### config.mk
export PLATFORM = sky130hd
export DESIGN_NAME = uart_tx_frame
export DESIGN_NICKNAME = d
export VERILOG_FILES = /design/src/rtl/uart_tx_frame.sv
export SDC_FILE = /design/constraint.sdc
export NUM_CORES = 1
export LEC_CHECK = 0
export ABC_AREA = 1
export CAP_MARGIN = 25
export CORE_MARGIN = 4
export CORE_UTILIZATION = 40
export DETAILED_ROUTE_END_ITERATION = 10
export PLACE_DENSITY = 0.67
export SLEW_MARGIN = 20
export SYNTH_ARGS = -nofsm -noshare
export SYNTH_HDL_FRONTEND = slang
export SYNTH_SLANG_ARGS = --single-unit
### constraint.sdc
create_clock -name clk -period 3.9 [get_ports clk]
set_input_delay 0.585 -clock clk [delete_from_list [all_inputs] [get_ports clk]]
set_output_delay 0.585 -clock clk [all_outputs]
set_load 0.03 [all_outputs]
### src/rtl/uart_tx_frame.sv
// UART transmit frame generator: start, LSB-first data, optional parity, stop bit(s).
// One clk cycle is one bit period; TX_OUT and busy come straight from flops.
module uart_tx_frame #(
    parameter int DATA_WIDTH = 8,
    parameter int STOP_BITS  = 1
) (
    input  logic                  clk,
    input  logic                  rst_n,
    input  logic [DATA_WIDTH-1:0] P_DATA,
    input  logic                  DATA_VALID,
    input  logic                  PAR_EN,
    input  logic                  PAR_TYP,
    output logic                  TX_OUT,
    output logic                  busy
);

    localparam int CNT_MAX = (DATA_WIDTH > STOP_BITS) ? DATA_WIDTH : STOP_BITS;
    localparam int CNT_W   = (CNT_MAX > 1) ? $clog2(CNT_MAX) : 1;
    localparam logic [CNT_W-1:0] DATA_LAST = CNT_W'(DATA_WIDTH - 1);
    localparam logic [CNT_W-1:0] STOP_LAST = CNT_W'(STOP_BITS - 1);
    localparam logic [CNT_W-1:0] CNT_ZERO  = CNT_W'(0);
    localparam logic [CNT_W-1:0] CNT_ONE   = CNT_W'(1);

    typedef enum logic [2:0] {
        ST_IDLE   = 3'd0,
        ST_START  = 3'd1,
        ST_DATA   = 3'd2,
        ST_PARITY = 3'd3,
        ST_STOP   = 3'd4
    } state_e;

    // Even parity is the XOR of the payload; odd parity is its complement.
    function automatic logic calc_parity(input logic [DATA_WIDTH-1:0] data, input logic odd);
        return (^data) ^ odd;
    endfunction

    state_e                 state_r, state_nxt_s;
    logic [CNT_W-1:0]       cnt_r, cnt_nxt_s;
    logic [DATA_WIDTH-1:0]  shift_r, shift_nxt_s;
    logic                   par_en_r, par_en_nxt_s;
    logic                   par_bit_r, par_bit_nxt_s;
    logic                   tx_out_r, tx_nxt_s;
    logic                   busy_r, busy_nxt_s;

    // State register; the line bit for a state is registered as that state is left,
    // so the serial output trails the FSM by one cycle.
    always_ff @(posedge clk or negedge rst_n) begin
        if (!rst_n) begin
            state_r   <= ST_IDLE;
            cnt_r     <= CNT_ZERO;
            shift_r   <= '0;
            par_en_r  <= 1'b0;
            par_bit_r <= 1'b0;
            tx_out_r  <= 1'b1;
            busy_r    <= 1'b0;
        end else begin
            state_r   <= state_nxt_s;
            cnt_r     <= cnt_nxt_s;
            shift_r   <= shift_nxt_s;
            par_en_r  <= par_en_nxt_s;
            par_bit_r <= par_bit_nxt_s;
            tx_out_r  <= tx_nxt_s;
            busy_r    <= busy_nxt_s;
        end
    end

    // Next-state, datapath and next-output logic.
    always_comb begin
        state_nxt_s   = state_r;
        cnt_nxt_s     = cnt_r;
        shift_nxt_s   = shift_r;
        par_en_nxt_s  = par_en_r;
        par_bit_nxt_s = par_bit_r;
        tx_nxt_s      = 1'b1;
        busy_nxt_s    = 1'b1;
        case (state_r)
            ST_IDLE: begin
                busy_nxt_s = 1'b0;
                if (DATA_VALID) begin
                    state_nxt_s   = ST_START;
                    shift_nxt_s   = P_DATA;
                    par_en_nxt_s  = PAR_EN;
                    par_bit_nxt_s = calc_parity(P_DATA, PAR_TYP);
                    cnt_nxt_s     = CNT_ZERO;
                end else begin
                    state_nxt_s = ST_IDLE;
                end
            end
            ST_START: begin
                tx_nxt_s    = 1'b0;
                state_nxt_s = ST_DATA;
                cnt_nxt_s   = CNT_ZERO;
            end
            ST_DATA: begin
                tx_nxt_s    = shift_r[0];
                shift_nxt_s = shift_r >> 1;
                if (cnt_r == DATA_LAST) begin
                    cnt_nxt_s   = CNT_ZERO;
                    state_nxt_s = par_en_r ? ST_PARITY : ST_STOP;
                end else begin
                    cnt_nxt_s = cnt_r + CNT_ONE;
                end
            end
            ST_PARITY: begin
                tx_nxt_s    = par_bit_r;
                state_nxt_s = ST_STOP;
                cnt_nxt_s   = CNT_ZERO;
            end
            ST_STOP: begin
                tx_nxt_s = 1'b1;
                if (cnt_r == STOP_LAST) begin
                    state_nxt_s = ST_IDLE;
                    cnt_nxt_s   = CNT_ZERO;
                end else begin
                    cnt_nxt_s = cnt_r + CNT_ONE;
                end
            end
            default: begin
                state_nxt_s = ST_IDLE;
                cnt_nxt_s   = CNT_ZERO;
                busy_nxt_s  = 1'b0;
            end
        endcase
    end

    assign TX_OUT = tx_out_r;
    assign busy   = busy_r;

endmodule

==> flow_metrics.env, run 1 <==
export IMPL_status="finished, final reports clean"
export IMPL_place_gp_congestion=0.8017
export IMPL_initial_core_util=0.4199
export IMPL_crit_type="register to output port"
export IMPL_hold_end="par_bit_r$_DFFE_PN0P_"
export IMPL_power_total_w=0.0007491
export IMPL_final_max_slew_viol_count=0
export IMPL_die_width_microns=59.23
export IMPL_dp_cells=177
export IMPL_endpoint_kind="output port"
export IMPL_yosysWarnings=0
export IMPL_postRouteAntennaNets=0
export IMPL_synth_top_area_frac=0.4052
export IMPL_cts_sinks=18
export IMPL_crit_required_ns=3.31
export IMPL_wire_per_inst_microns=10.32
export IMPL_via_count=871
export IMPL_worstPathMaxFanout=1
export IMPL_antenna_cells=0
export IMPL_final_hold_viol_count=0
export IMPL_cp_num_buf_inv=1
export IMPL_post_cts_setup_buffers=0
export IMPL_port_buffers=14
export IMPL_crit_family="buffers and inverters"
export IMPL_drt_iter0_drc=11
export IMPL_dpl_hpwl_mm=1.491
export IMPL_fin_skew_ns=0.01158
export IMPL_cpMaxStageDelayCell="clkdlybuf4s50_1"
export IMPL_syn_area_per_cell_sq_um=7.776
export IMPL_grt_overflow=0
export IMPL_p_per_area_nw_per_um2=610.3
export IMPL_synth_area_leader_cell="dfrtp_1"
export IMPL_tightest_slew_ns=0.7980
export IMPL_leakagePower_nw=0.6357
export IMPL_setup_violations_final=0
export IMPL_synth_nets=151
export IMPL_syn_to_final_growth_pct=16.93
export IMPL_die_height_microns=59.23
export IMPL_mostFrequentLayoutCell="nand2_1"
export IMPL_whs_ns=0.4940
export IMPL_dieArea_sq_um=3508
export IMPL_grt_use_total=0.1141
export IMPL_grt_pass1_wl_mm=3.029
export IMPL_cts_root_buffer="clkbuf_4"
export IMPL_synthesis_area_sq_um=1050
export IMPL_whs_path_depth=2
export IMPL_cp_depth=1
export IMPL_min_path_type="register to register"
export IMPL_core_area_sq_um=2500
export IMPL_min_period_ns=2.047
export IMPL_cts_buffers=3
export IMPL_fin_area_sq_um=1227
export IMPL_viasPerCell=4.812
export IMPL_max_slew_margin=0.4663
export IMPL_ys_types=25
export IMPL_ys_ff_latch=18
export IMPL_rows=18
export IMPL_fmax_ghz=0.4885
export IMPL_place_area_sq_um=1201
export IMPL_postCtsResizedCells=0
export IMPL_cts_reportedPaths_clkPinSlew_ns=0.09
export IMPL_cts_max_path_buffers=2
export IMPL_worstReg2RegEnd="state_r[0]$_DFFE_PN0P_"
export IMPL_worstPathCellList="clkdlybuf4s50_1"
export IMPL_final_cell_mix="nand2_1, inv_1, dfrtp_1"
export IMPL_antenna_found_initial=0
export IMPL_holdBufCountCts=0
export IMPL_num_io_pins=15
export IMPL_fin_crit_sh=0.5249
export IMPL_drtPass1Iterations=4
export IMPL_ir_worst_vdd_v=0.0003276
export IMPL_holdCritStartpoint="par_bit_r$_DFFE_PN0P_"
export IMPL_stdcell_count=181
export IMPL_drive_gt1_frac=0.1060
export IMPL_reg2reg_slack_ns=2.55
export IMPL_max_stage_delay_ns=0.65
export IMPL_seq_area_frac_synth=0.4303
export IMPL_grt_max_degree=19
export IMPL_cts_tree="built"
export IMPL_grt_pass1_vias=747
export IMPL_routed_wl_mm=1.868
export IMPL_critPathLaunchType="register"
export IMPL_timing_critical_path_arrival_ns=1.46
export IMPL_r2r_start="state_r[2]$_DFFE_PN0P_"
export IMPL_synthCells=135
export IMPL_r2r_cells=7
export IMPL_final_nets=168
export IMPL_clk_insertion_delay_late_ns=0.29
export IMPL_setup_tns_ns=0
export IMPL_maxCapViolCount=0
export IMPL_rsz0062_at_grt="false"
export IMPL_htreeDepth=1
export IMPL_drc=0
export IMPL_synth_area_leaders="dfrtp_1, nand2_1, inv_1"
-- flip-flops by register name, indices dropped and copies added, names as in the netlist --
register,cells
TX_OUT,1
busy,1
cnt_r,3
shift_r,8
par_en_r,1
par_bit_r,1
state_r,3
-- synthesized netlist by cell type (all sizes together) --
cell type,count
clkinv,1
xor2,1
nand3,9
dfrtp,17
nand2,38
ha,3
o211ai,9
nand4,1
o31ai,1
or2,1
inv,29
o21ai,14
nor3,1
buf,2
dfstp,1
nor2,7
-- power breakdown --
group	switching [W]	internal, W	total [W]
combinational	0.000222	0.000129	0.000351
sequential	0.0000324	0.000270	0.000302
clock	0.0000564	0.0000398	0.0000962
-- kinds of logic after synthesis --
kind of cell | after synthesis | share of synthesized area
AOI/OAI and AO/OA | 24 | 0.1502
xor gates and xnor gates | 1 | 0.008345
adders and majority gates | 3 | 0.03576
buffers and inverters | 32 | 0.1335
DFF | 18 | 0.4303
and+or+nand+nor | 57 | 0.2420
-- layout make-up --
class	count	area, sq um
Inverter	30	113.9
Multi-Input combinational cell	85	457.9
Sequential cell	18	451.7
Fill cell	253	1272
Timing Repair Buffer	14	140.1
Clock buffer	4	26.28
Tap cell	30	37.54
-- metrics by stage --
stage / setup WS (ns) / util
after floorplan: 2.643 / -
after global placement: 2.094 / 0.4805
after detailed placement: 2.089 / 0.4805
after CTS: 1.839 / 0.4910
after global routing: 1.818 / 0.4910
final: 1.853 / 0.4910
-- layer usage --
layer / wire, microns / vias to the layer above / global-route usage
met1: 894 / 389 / 0.1452
li1: - / 459 / -
met4: 31 / 0 / 0.04854
met3: 113 / 4 / 0.02179
met2: 828 / 19 / 0.1872
met5: 0 / - / 0
-- how the worst max path moves through the flow --
stage	start	end	slack [ns]
5_1_grt	TX_OUT$_DFF_PN1_	TX_OUT	1.82
3_5_place_dp	DATA_VALID	shift_r[3]$_DFFE_PN0P_	2.09
6_report	TX_OUT$_DFF_PN1_	TX_OUT	1.85
4_1_cts	TX_OUT$_DFF_PN1_	TX_OUT	1.84
3_3_place_gp	DATA_VALID	shift_r[2]$_DFFE_PN0P_	2.09
2_1_floorplan	DATA_VALID	state_r[0]$_DFFE_PN0P_	2.64
(Power assumes the default switching activity.)
==> inputs of run 2 (changes only) <==
PLACE_DENSITY = 0.69   (was 0.67)
clock period = 1.85 ns   (was 3.9 ns; I/O delays follow)
==> run 2 against run 1 <==
  * Die area unchanged
  * Worst setup slack got worse by 1.8 ns
  * Cell area increased by 0.61%
  * Flip-flop and latch count unchanged
  * Clock skew decreased by 0.0052 ns
  * Sequential share of layout area decreased by 0.22 points
  * Register-to-register slack got worse by 2.1 ns
  * Wire length about the same
  * Clock-buffer cell count unchanged
  * Combinational power increased by 110%
  * Critical path depth unchanged
  * Critical endpoint unchanged
==> flow_metrics.env, run 2 (synthesis gave the netlist of run 1 again) <==
export IMPL_worstPathCellList="clkdlybuf4s50_1"
export IMPL_post_cts_setup_buffers=0
export IMPL_die_height_microns=59.23
export IMPL_max_slew_margin=0.7881
export IMPL_cp_num_buf_inv=1
export IMPL_final_max_slew_viol_count=0
export IMPL_maxCapViolCount=0
export IMPL_place_gp_congestion=0.8260
export IMPL_rsz0062_at_grt="false"
export IMPL_cts_tree="built"
export IMPL_whs_ns=0.2886
export IMPL_cts_sinks=18
export IMPL_crit_family="buffers and inverters"
export IMPL_critPathLaunchType="register"
export IMPL_p_per_area_nw_per_um2=1292
export IMPL_tightest_slew_ns=0.3155
export IMPL_grt_max_degree=19
export IMPL_viasPerCell=4.709
export IMPL_grt_use_total=0.1198
export IMPL_worstPathMaxFanout=1
export IMPL_clk_insertion_delay_late_ns=0.30
export IMPL_final_hold_viol_count=0
export IMPL_cts_max_path_buffers=2
export IMPL_syn_to_final_growth_pct=17.64
export IMPL_cts_reportedPaths_clkPinSlew_ns=0.11
export IMPL_cp_depth=1
export IMPL_largest_reg_flops=8
export IMPL_fmax_ghz=0.5715
export IMPL_routed_wl_mm=1.869
export IMPL_setup_tns_ns=0
export IMPL_postRouteAntennaNets=0
export IMPL_setup_worst_path_end="TX_OUT"
export IMPL_via_count=857
export IMPL_postCtsResizedCells=0
export IMPL_ir_worst_vdd_v=0.0007409
export IMPL_final_nets=169
export IMPL_status="finished, final reports clean"
export IMPL_initial_core_util=0.4199
export IMPL_fin_skew_ns=0.006338
export IMPL_worstReg2RegEnd="shift_r[3]$_DFFE_PN0P_"
export IMPL_crit_type="register to output port"
export IMPL_min_period_ns=1.750
export IMPL_num_io_pins=15
export IMPL_leakagePower_nw=0.6405
export IMPL_grt_pass1_vias=799
export IMPL_regMostFlops="shift_r"
export IMPL_endpoint_kind="output port"
export IMPL_fin_crit_sh=0.9458
export IMPL_reg2reg_slack_ns=0.50
export IMPL_mostFrequentLayoutCell="nand2_1"
export IMPL_htreeDepth=1
export IMPL_port_buffers=14
export IMPL_r2r_start="state_r[0]$_DFFE_PN0P_"
export IMPL_max_stage_delay_ns=0.65
export IMPL_drtPass1Iterations=4
export IMPL_crit_required_ns=1.57
export IMPL_holdBufCountCts=0
export IMPL_r2r_cells=7
export IMPL_dieArea_sq_um=3508
export IMPL_core_area_sq_um=2500
export IMPL_antenna_cells=0
export IMPL_dpl_hpwl_mm=1.459
export IMPL_cp_startpoint="TX_OUT$_DFF_PN1_"
export IMPL_die_width_microns=59.23
export IMPL_grt_pass1_wl_mm=3.180
export IMPL_rows=18
export IMPL_reg_top3="shift_r (8), cnt_r (3), state_r (3)"
export IMPL_antenna_found_initial=0
export IMPL_cpMaxStageDelayCell="clkdlybuf4s50_1"
export IMPL_min_path_type="input pin to async pin"
export IMPL_final_cell_mix="nand2_1, inv_1, dfrtp_1"
export IMPL_drive_gt1_frac=0.1118
export IMPL_cts_buffers=3
export IMPL_drt_iter0_drc=19
export IMPL_setup_violations_final=0
export IMPL_drc=0
export IMPL_cts_root_buffer="clkbuf_4"
export IMPL_grt_overflow=0
export IMPL_timing_critical_path_arrival_ns=1.47
export IMPL_wire_per_inst_microns=10.27
-- run 2: cell count changes in the layout (fill, tap and decap cells not counted), sizes merged --
cell  previous run  this run
buf              0         1
-- run 2: power by group --
part | total, W | internal (W) | switching [W]
combinational | 0.000744 | 0.000273 | 0.000471
clock | 0.000208 | 0.0000839 | 0.000124
sequential | 0.000644 | 0.000569 | 0.0000749
total | 0.00160 | 0.000925 | 0.000670
-- run 2: metal layers --
layer  up-vias  part of all wire  GRT usage  wire [microns]
li1        460                 -          -               -
met1       371              0.49     0.1503             914
met2        20              0.43     0.1919             798
met3         6             0.059    0.02179             111
met4         0             0.024    0.06796              45
met5         -                 0          0               0
-- run 2: worst min path at each step --
stage	cells past startpoint	to	slack [ns]
floorplan	0	busy$_DFF_PN0_	-0.02
global placement	1	state_r[2]$_DFFE_PN0P_	0.48
detailed placement	1	state_r[2]$_DFFE_PN0P_	0.48
CTS	2	cnt_r[0]$_DFFE_PN0P_	0.29
global route	2	cnt_r[0]$_DFFE_PN0P_	0.30
finish	2	cnt_r[0]$_DFFE_PN0P_	0.29
-- run 2: final cells by class --
type                    instances  area [sq um]
multi-input cells              85         457.9
flip-flops and latches         18         451.7
well taps                      30         37.54
clock buffers                   4         26.28
fillers                       230          1265
repair buffers                 15         147.6
inverters                      30         113.9
-- run 2: metrics by stage --
stage	utilization	power [W]	cells	worst slack [ns]	cell area, sq um
floorplan	-	0.001252	135	0.6187	1050
finish	0.4940	0.001595	182	0.1003	1235
global route	0.4940	0.001742	182	0.06522	1235
detailed placement	0.4835	0.001403	178	0.3477	1209
CTS	0.4940	0.001612	182	0.08707	1235
global placement	0.4835	0.001385	178	0.3433	1209
==> inputs of run 3 (changes only) <==
CTS_CLUSTER_SIZE = 20   (was not set)
==> results of run 3 <==
No change in the layout: final DEF, timing and power equal those of run 2.
